===== config.mk =====
export PLATFORM = sky130hd
export DESIGN_NAME = dds_word_ctrl
export DESIGN_NICKNAME = d
export VERILOG_FILES = /design/src/rtl/dds_pkg.sv /design/src/rtl/key_repeat.sv /design/src/rtl/dds_word_ctrl.sv
export SDC_FILE = /design/constraint.sdc
export NUM_CORES = 1
export LEC_CHECK = 0
export CAP_MARGIN = 20
export CORE_MARGIN = 2
export CORE_UTILIZATION = 55
export CTS_CLUSTER_DIAMETER = 60
export DETAILED_ROUTE_END_ITERATION = 8
export PLACE_DENSITY = 0.87
export SETUP_SLACK_MARGIN = 0.2
export SYNTH_ARGS = -nofsm -noshare
export SYNTH_HDL_FRONTEND = slang
export SYNTH_SLANG_ARGS = --single-unit
export TNS_END_PERCENT = 100

===== constraint.sdc =====
create_clock -name sclk -period 4.4 [get_ports sclk]
set_input_delay 0.88 -clock sclk [delete_from_list [all_inputs] [get_ports sclk]]
set_output_delay 0.88 -clock sclk [all_outputs]
set_load 0.01 [all_outputs]

===== src/rtl/dds_pkg.sv =====
// dds_pkg: shared word width, key FSM states and default tuning constants for the DDS front end
package dds_pkg;

    localparam int WORD_W      = 30;
    localparam int FC_MIN_DEF  = 21475;
    localparam int FC_STEP_DEF = 21475;
    localparam int FC_MAX_DEF  = 214750;
    localparam int PC_STEP_DEF = 268435456;

    typedef enum logic [2:0] {
        KEY_IDLE       = 3'd0,
        KEY_PRESS_DB   = 3'd1,
        KEY_HELD       = 3'd2,
        KEY_REPEAT     = 3'd3,
        KEY_RELEASE_DB = 3'd4
    } key_state_e;

endpackage


===== src/rtl/key_repeat.sv =====
// key_repeat: synchronise, debounce and auto-repeat one active-low key into one-cycle event pulses
module key_repeat
    import dds_pkg::*;
#(
    parameter int DEB_CYC  = 1_000_000,
    parameter int HOLD_CYC = 25_000_000,
    parameter int REP_CYC  = 5_000_000
) (
    input  logic sclk,
    input  logic rst_n,
    input  logic key_n,
    output logic evt
);

    localparam int MAX_CYC = (DEB_CYC > HOLD_CYC) ? ((DEB_CYC > REP_CYC) ? DEB_CYC : REP_CYC)
                                                  : ((HOLD_CYC > REP_CYC) ? HOLD_CYC : REP_CYC);
    localparam int CNT_W = $clog2(MAX_CYC + 1);
    localparam logic [CNT_W-1:0] DEB_LAST  = CNT_W'(DEB_CYC - 1);
    localparam logic [CNT_W-1:0] HOLD_LAST = CNT_W'(HOLD_CYC - 1);
    localparam logic [CNT_W-1:0] REP_LAST  = CNT_W'(REP_CYC - 1);

    logic [1:0]       sync_q, sync_d;
    key_state_e       st_q, st_d;
    logic [CNT_W-1:0] cnt_q, cnt_d;
    logic             rep_q, rep_d;
    logic             lo;

    assign lo = ~sync_q[1];

    // Next-state logic: every state change clears the counter, so it never needs to saturate
    always_comb begin
        sync_d = {sync_q[0], key_n};
        st_d   = st_q;
        cnt_d  = cnt_q + CNT_W'(1);
        rep_d  = rep_q;
        evt    = 1'b0;
        case (st_q)
            KEY_IDLE: begin
                cnt_d = '0;
                st_d  = lo ? KEY_PRESS_DB : KEY_IDLE;
            end
            KEY_PRESS_DB: begin
                if (!lo) begin
                    st_d  = KEY_IDLE;
                    cnt_d = '0;
                end else if (cnt_q == DEB_LAST) begin
                    evt   = 1'b1;
                    st_d  = KEY_HELD;
                    cnt_d = '0;
                end
            end
            KEY_HELD: begin
                if (!lo) begin
                    st_d  = KEY_RELEASE_DB;
                    rep_d = 1'b0;
                    cnt_d = '0;
                end else if (cnt_q == HOLD_LAST) begin
                    evt   = 1'b1;
                    st_d  = KEY_REPEAT;
                    cnt_d = '0;
                end
            end
            KEY_REPEAT: begin
                if (!lo) begin
                    st_d  = KEY_RELEASE_DB;
                    rep_d = 1'b1;
                    cnt_d = '0;
                end else if (cnt_q == REP_LAST) begin
                    evt   = 1'b1;
                    cnt_d = '0;
                end
            end
            KEY_RELEASE_DB: begin
                if (lo) begin
                    st_d  = rep_q ? KEY_REPEAT : KEY_HELD;
                    cnt_d = '0;
                end else if (cnt_q == DEB_LAST) begin
                    st_d  = KEY_IDLE;
                    cnt_d = '0;
                end
            end
            default: begin
                st_d  = KEY_IDLE;
                cnt_d = '0;
            end
        endcase
    end

    // State registers; synchroniser resets to the released (high) level
    always_ff @(posedge sclk or negedge rst_n) begin
        if (!rst_n) begin
            sync_q <= 2'b11;
            st_q   <= KEY_IDLE;
            cnt_q  <= '0;
            rep_q  <= 1'b0;
        end else begin
            sync_q <= sync_d;
            st_q   <= st_d;
            cnt_q  <= cnt_d;
            rep_q  <= rep_d;
        end
    end

endmodule


===== src/rtl/dds_word_ctrl.sv =====
// dds_word_ctrl: turn two push-buttons into stepped DDS frequency and phase control words
module dds_word_ctrl
    import dds_pkg::*;
#(
    parameter int DEB_CYC  = 1_000_000,
    parameter int HOLD_CYC = 25_000_000,
    parameter int REP_CYC  = 5_000_000,
    parameter int FC_MIN   = FC_MIN_DEF,
    parameter int FC_STEP  = FC_STEP_DEF,
    parameter int FC_MAX   = FC_MAX_DEF,
    parameter int PC_STEP  = PC_STEP_DEF
) (
    input  logic              sclk,
    input  logic              rst_n,
    input  logic              key_f,
    input  logic              key_p,
    output logic [WORD_W-1:0] fc_word,
    output logic [WORD_W-1:0] pc_word,
    output logic              word_upd,
    output logic              led0
);

    localparam int SUM_W = WORD_W + 1;

    logic              ev_f, ev_p, ev_any;
    logic [SUM_W-1:0]  fc_sum;
    logic [WORD_W-1:0] fc_q, fc_d, pc_q, pc_d;
    logic              upd_q, upd_d, led_q, led_d;

    key_repeat #(.DEB_CYC(DEB_CYC), .HOLD_CYC(HOLD_CYC), .REP_CYC(REP_CYC)) u_key_f (
        .sclk  (sclk),
        .rst_n (rst_n),
        .key_n (key_f),
        .evt   (ev_f)
    );

    key_repeat #(.DEB_CYC(DEB_CYC), .HOLD_CYC(HOLD_CYC), .REP_CYC(REP_CYC)) u_key_p (
        .sclk  (sclk),
        .rst_n (rst_n),
        .key_n (key_p),
        .evt   (ev_p)
    );

    assign ev_any = ev_f | ev_p;
    assign fc_sum = {1'b0, fc_q} + SUM_W'(FC_STEP);

    // Word arithmetic: frequency wraps to FC_MIN past FC_MAX, phase wraps naturally
    always_comb begin
        fc_d  = ev_f ? ((fc_sum > SUM_W'(FC_MAX)) ? WORD_W'(FC_MIN) : fc_sum[WORD_W-1:0]) : fc_q;
        pc_d  = ev_p ? pc_q + WORD_W'(PC_STEP) : pc_q;
        upd_d = ev_any;
        led_d = led_q ^ ev_any;
    end

    // Output registers
    always_ff @(posedge sclk or negedge rst_n) begin
        if (!rst_n) begin
            fc_q  <= WORD_W'(FC_MIN);
            pc_q  <= '0;
            upd_q <= 1'b0;
            led_q <= 1'b0;
        end else begin
            fc_q  <= fc_d;
            pc_q  <= pc_d;
            upd_q <= upd_d;
            led_q <= led_d;
        end
    end

    assign fc_word  = fc_q;
    assign pc_word  = pc_q;
    assign word_upd = upd_q;
    assign led0     = led_q;

endmodule

==> impl_metrics.yaml <==
global_routing:
  use_met1_pct: 30.3
  grt_util_met2_pct: 40.0
  top_usage_layer: "met2"
  grt_pass1_vias: 4687
  track_usage_pct: 23.5
  grt_start_max_net_pins: 77
  grt_overflow: 0
  antenna_found_initial: 0
  grt_pass1_wl_um: 21800
  grt.met3_usage_pct: 3.37
synth:
  avgSynthCellArea_um2: 9.06
  synthesis.area_mm2: 0.00577
  yosysWarnings: 0
  async_reset_ff_share_pct: 100
  synth.distinct_cells: 78
  synth_top_area_cell: "dfrtp_1"
  yosysTopAreaCellShare_pct: 36.0
  synth_area_leaders: "dfrtp_1 36%, dfstp_2 5.9%, nor2_1 5.6%"
  synth_seq_cells: 96
  synthCells: 637
  ys.flop_type: "dfrtp_1"
  yosysSeqAreaShare_pct: 41.9
  synth_edf_count: 0
floorplanning:
  fp.dieH_um: 106
  die_area_mm2: 0.0113
  core_mm2: 0.0103
  fp.dieW_um: 106
  initial_core_util_pct: 56.2
  num_rows: 37
  ioPinCount: 66
cts:
  cts.clk_slew.worst_paths_ps: 90
  insertion_delay_ps: 380
  htreeDepth: 3
  cts_max_path_buffers: 2
  cts_tree: "yes"
  numCtsBuffers: 9
  post-cts-setup-buffers: 0
  cts-resized-gates: 0
  hold_buffers: 0
  numClockSinks: 96
  cts_root_buf: "clkbuf_8"
power_and_ir_drop:
  p_leak_nw: 2.60
  p_per_area_mw_per_mm2: 254
  irDropWorstVdd_mv: 0.211
sta:
  worstMarginPinSlew_ps: 942
  finalHoldViolations: 0
  max_freq_ghz: 0.278
  fin_tns_setup_ps: 0
  maxSlewViolCount: 0
  rsz0062_at_grt: "no"
  finalSetupViolations: 0
  clock-skew-final_ps: 19.9
  timing.slew.headroom_pct: 36.9
  min_period_over_period_pct: 81.8
  fin_crit_ps: 3600
placement:
  placed_cell_area_mm2: 0.00611
  globalplace.congestion: 0.948
  dp_hpwl_um: 8730
  io_buffers: 37
routing:
  vias: 4818
  drtPass1Iterations: 5
  ant_nets: 0
  wl_per_cell_um: 15.8
  drtIter0Drc: 407
  drt-total-wl_um: 12700
  via_per_inst: 6.00
  drc_errors: 0
critical_path:
  r2r_start: "fc_word[0]"
  critPathKind: "register to register"
  crit_buf_inv: 1
  cp-startpoint: "fc_word[0]"
  cp-start-kind: "register"
  crit_path_cell_trace: "inv_1 -> ha_1 -> and4b_1 -> nor3_4 -> o311ai_1 -> or2_0 -> o221ai_1 -> o211ai_2 -> and2_1 -> mux2i_1"
  setup.worst_path.end_class: "register"
  crit_required_ps: 4680
  worstPathArrival_ps: 3880
  critPathMaxFanout: 19
  cpMaxStageDelayCell: "o211ai_2"
  max_stage_delay_ps: 650
  crit_family: "compound AO/OA/AOI/OAI gates"
layout:
  n_antenna_cell: 0
  fill_cells: 844
  mostFrequentLayoutCell: "nor2_1"
  fin_util_pct: 61.6
  drive_gt1_share_pct: 7.50
  mostFrequentLayoutCells: "86 x nor2_1, 83 x dfrtp_1, 49 x nand2_1"
  area_delta_synth_final_pct: 9.69
  nets: 670
  final_cell_area_mm2: 0.00633
hold_path:
  min_from: "u_key_f.sync_q[0]"
  worstHoldPathType: "register to register"
run_status:
  status: "finished clean"
flow_run:
  cap_violations: 0
-- synth_stat cells, types with 4 or more instances --
master / instances
a21oi_1: 11
and2_1: 18
and3_1: 18
and4_1: 5
buf_2: 9
buf_4: 30
clkbuf_1: 13
dfrtp_1: 83
dfstp_2: 13
ha_1: 4
inv_1: 14
nand2_1: 49
nand2b_1: 6
nand3_1: 32
nand4_1: 24
nor2_1: 86
nor2b_1: 12
nor3_1: 22
nor3b_1: 6
nor4_1: 9
o211a_1: 4
o211ai_1: 8
o21a_1: 6
o21ai_0: 13
o21ai_1: 5
or3_1: 4
xnor2_1: 26
xor2_1: 29
-- per-layer routing --
layer	wire length (µm)	vias up
met3	720	21
met5	0	-
met2	6450	207
met1	5330	2332
met4	206	0
li1	-	2258
-- final timing paths --
path / end / slack [ps] / cells after the start
max: fc_word[0] / 800 / 10
min in group asynchronous: u_key_f.rep_q / 660 / 1
max reg2reg: fc_word[0] / 800 / 10
min reg2reg: u_key_f.sync_q[1] / 360 / 0
min: u_key_f.sync_q[1] / 360 / 0
max in group asynchronous: u_key_p.sync_q[0] / 2850 / 2
-- layout make-up --
class / instances / area (µm²) / area share [%]
Multi-Input combinational cell: 500 / 3070 / 48.5
Sequential cell: 96 / 2420 / 38.2
Timing Repair Buffer: 41 / 398 / 6.28
Tap cell: 136 / 170 / 2.69
Clock buffer: 10 / 128 / 2.02
Clock inverter: 6 / 91.3 / 1.44
Inverter: 14 / 52.6 / 0.830
-- per-stage QoR --
| stage | cells | total power [mW] | hold WS (ps) | worst slack [ps] |
|---|---|---|---|---|
| floorplan | 664 | 0.966 | 345 | 1300 |
| global placement | 787 | 0.973 | 347 | 1160 |
| detailed placement | 787 | 0.975 | 349 | 947 |
| CTS | 803 | 1.62 | 362 | 924 |
| global route | 803 | 1.67 | 368 | 594 |
| finish | 803 | 1.61 | 360 | 800 |
-- registers in the layout, indices dropped and copies added (netlist names) --
| register | cells |
|---|---|
| fc_word | 30 |
| led0 | 1 |
| pc_word | 2 |
| u_key_f.cnt_q | 25 |
| u_key_f.rep_q | 1 |
| u_key_f.st_q | 3 |
| u_key_f.sync_q | 2 |
| u_key_p.cnt_q | 25 |
| u_key_p.rep_q | 1 |
| u_key_p.st_q | 3 |
| u_key_p.sync_q | 2 |
| word_upd | 1 |
-- where the power goes --
| part | switching (mW) | leakage (nW) | internal (mW) | total, mW |
|---|---|---|---|---|
| Sequential | 0.00894 | 1.29 | 0.890 | 0.899 |
| Combinational | 0.0466 | 1.20 | 0.0127 | 0.0593 |
| Clock | 0.326 | 0.112 | 0.326 | 0.651 |
-- kinds of logic (layout without fill, tap and decap cells) --
kind of cell / count (synthesis) / count (layout) / synth area share, %
fa+ha+maj: 4 / 4 / 0.867
flops: 96 / 96 / 41.9
xor+xnor: 55 / 55 / 8.35
buf+inv: 68 / 71 / 6.70
other cells: 1 / 28 / 0.0650
simple gates: 314 / 314 / 28.7
mux: 4 / 4 / 0.715
compound gates: 95 / 95 / 12.7
No activity file was read; power rests on OpenSTA's default activity.
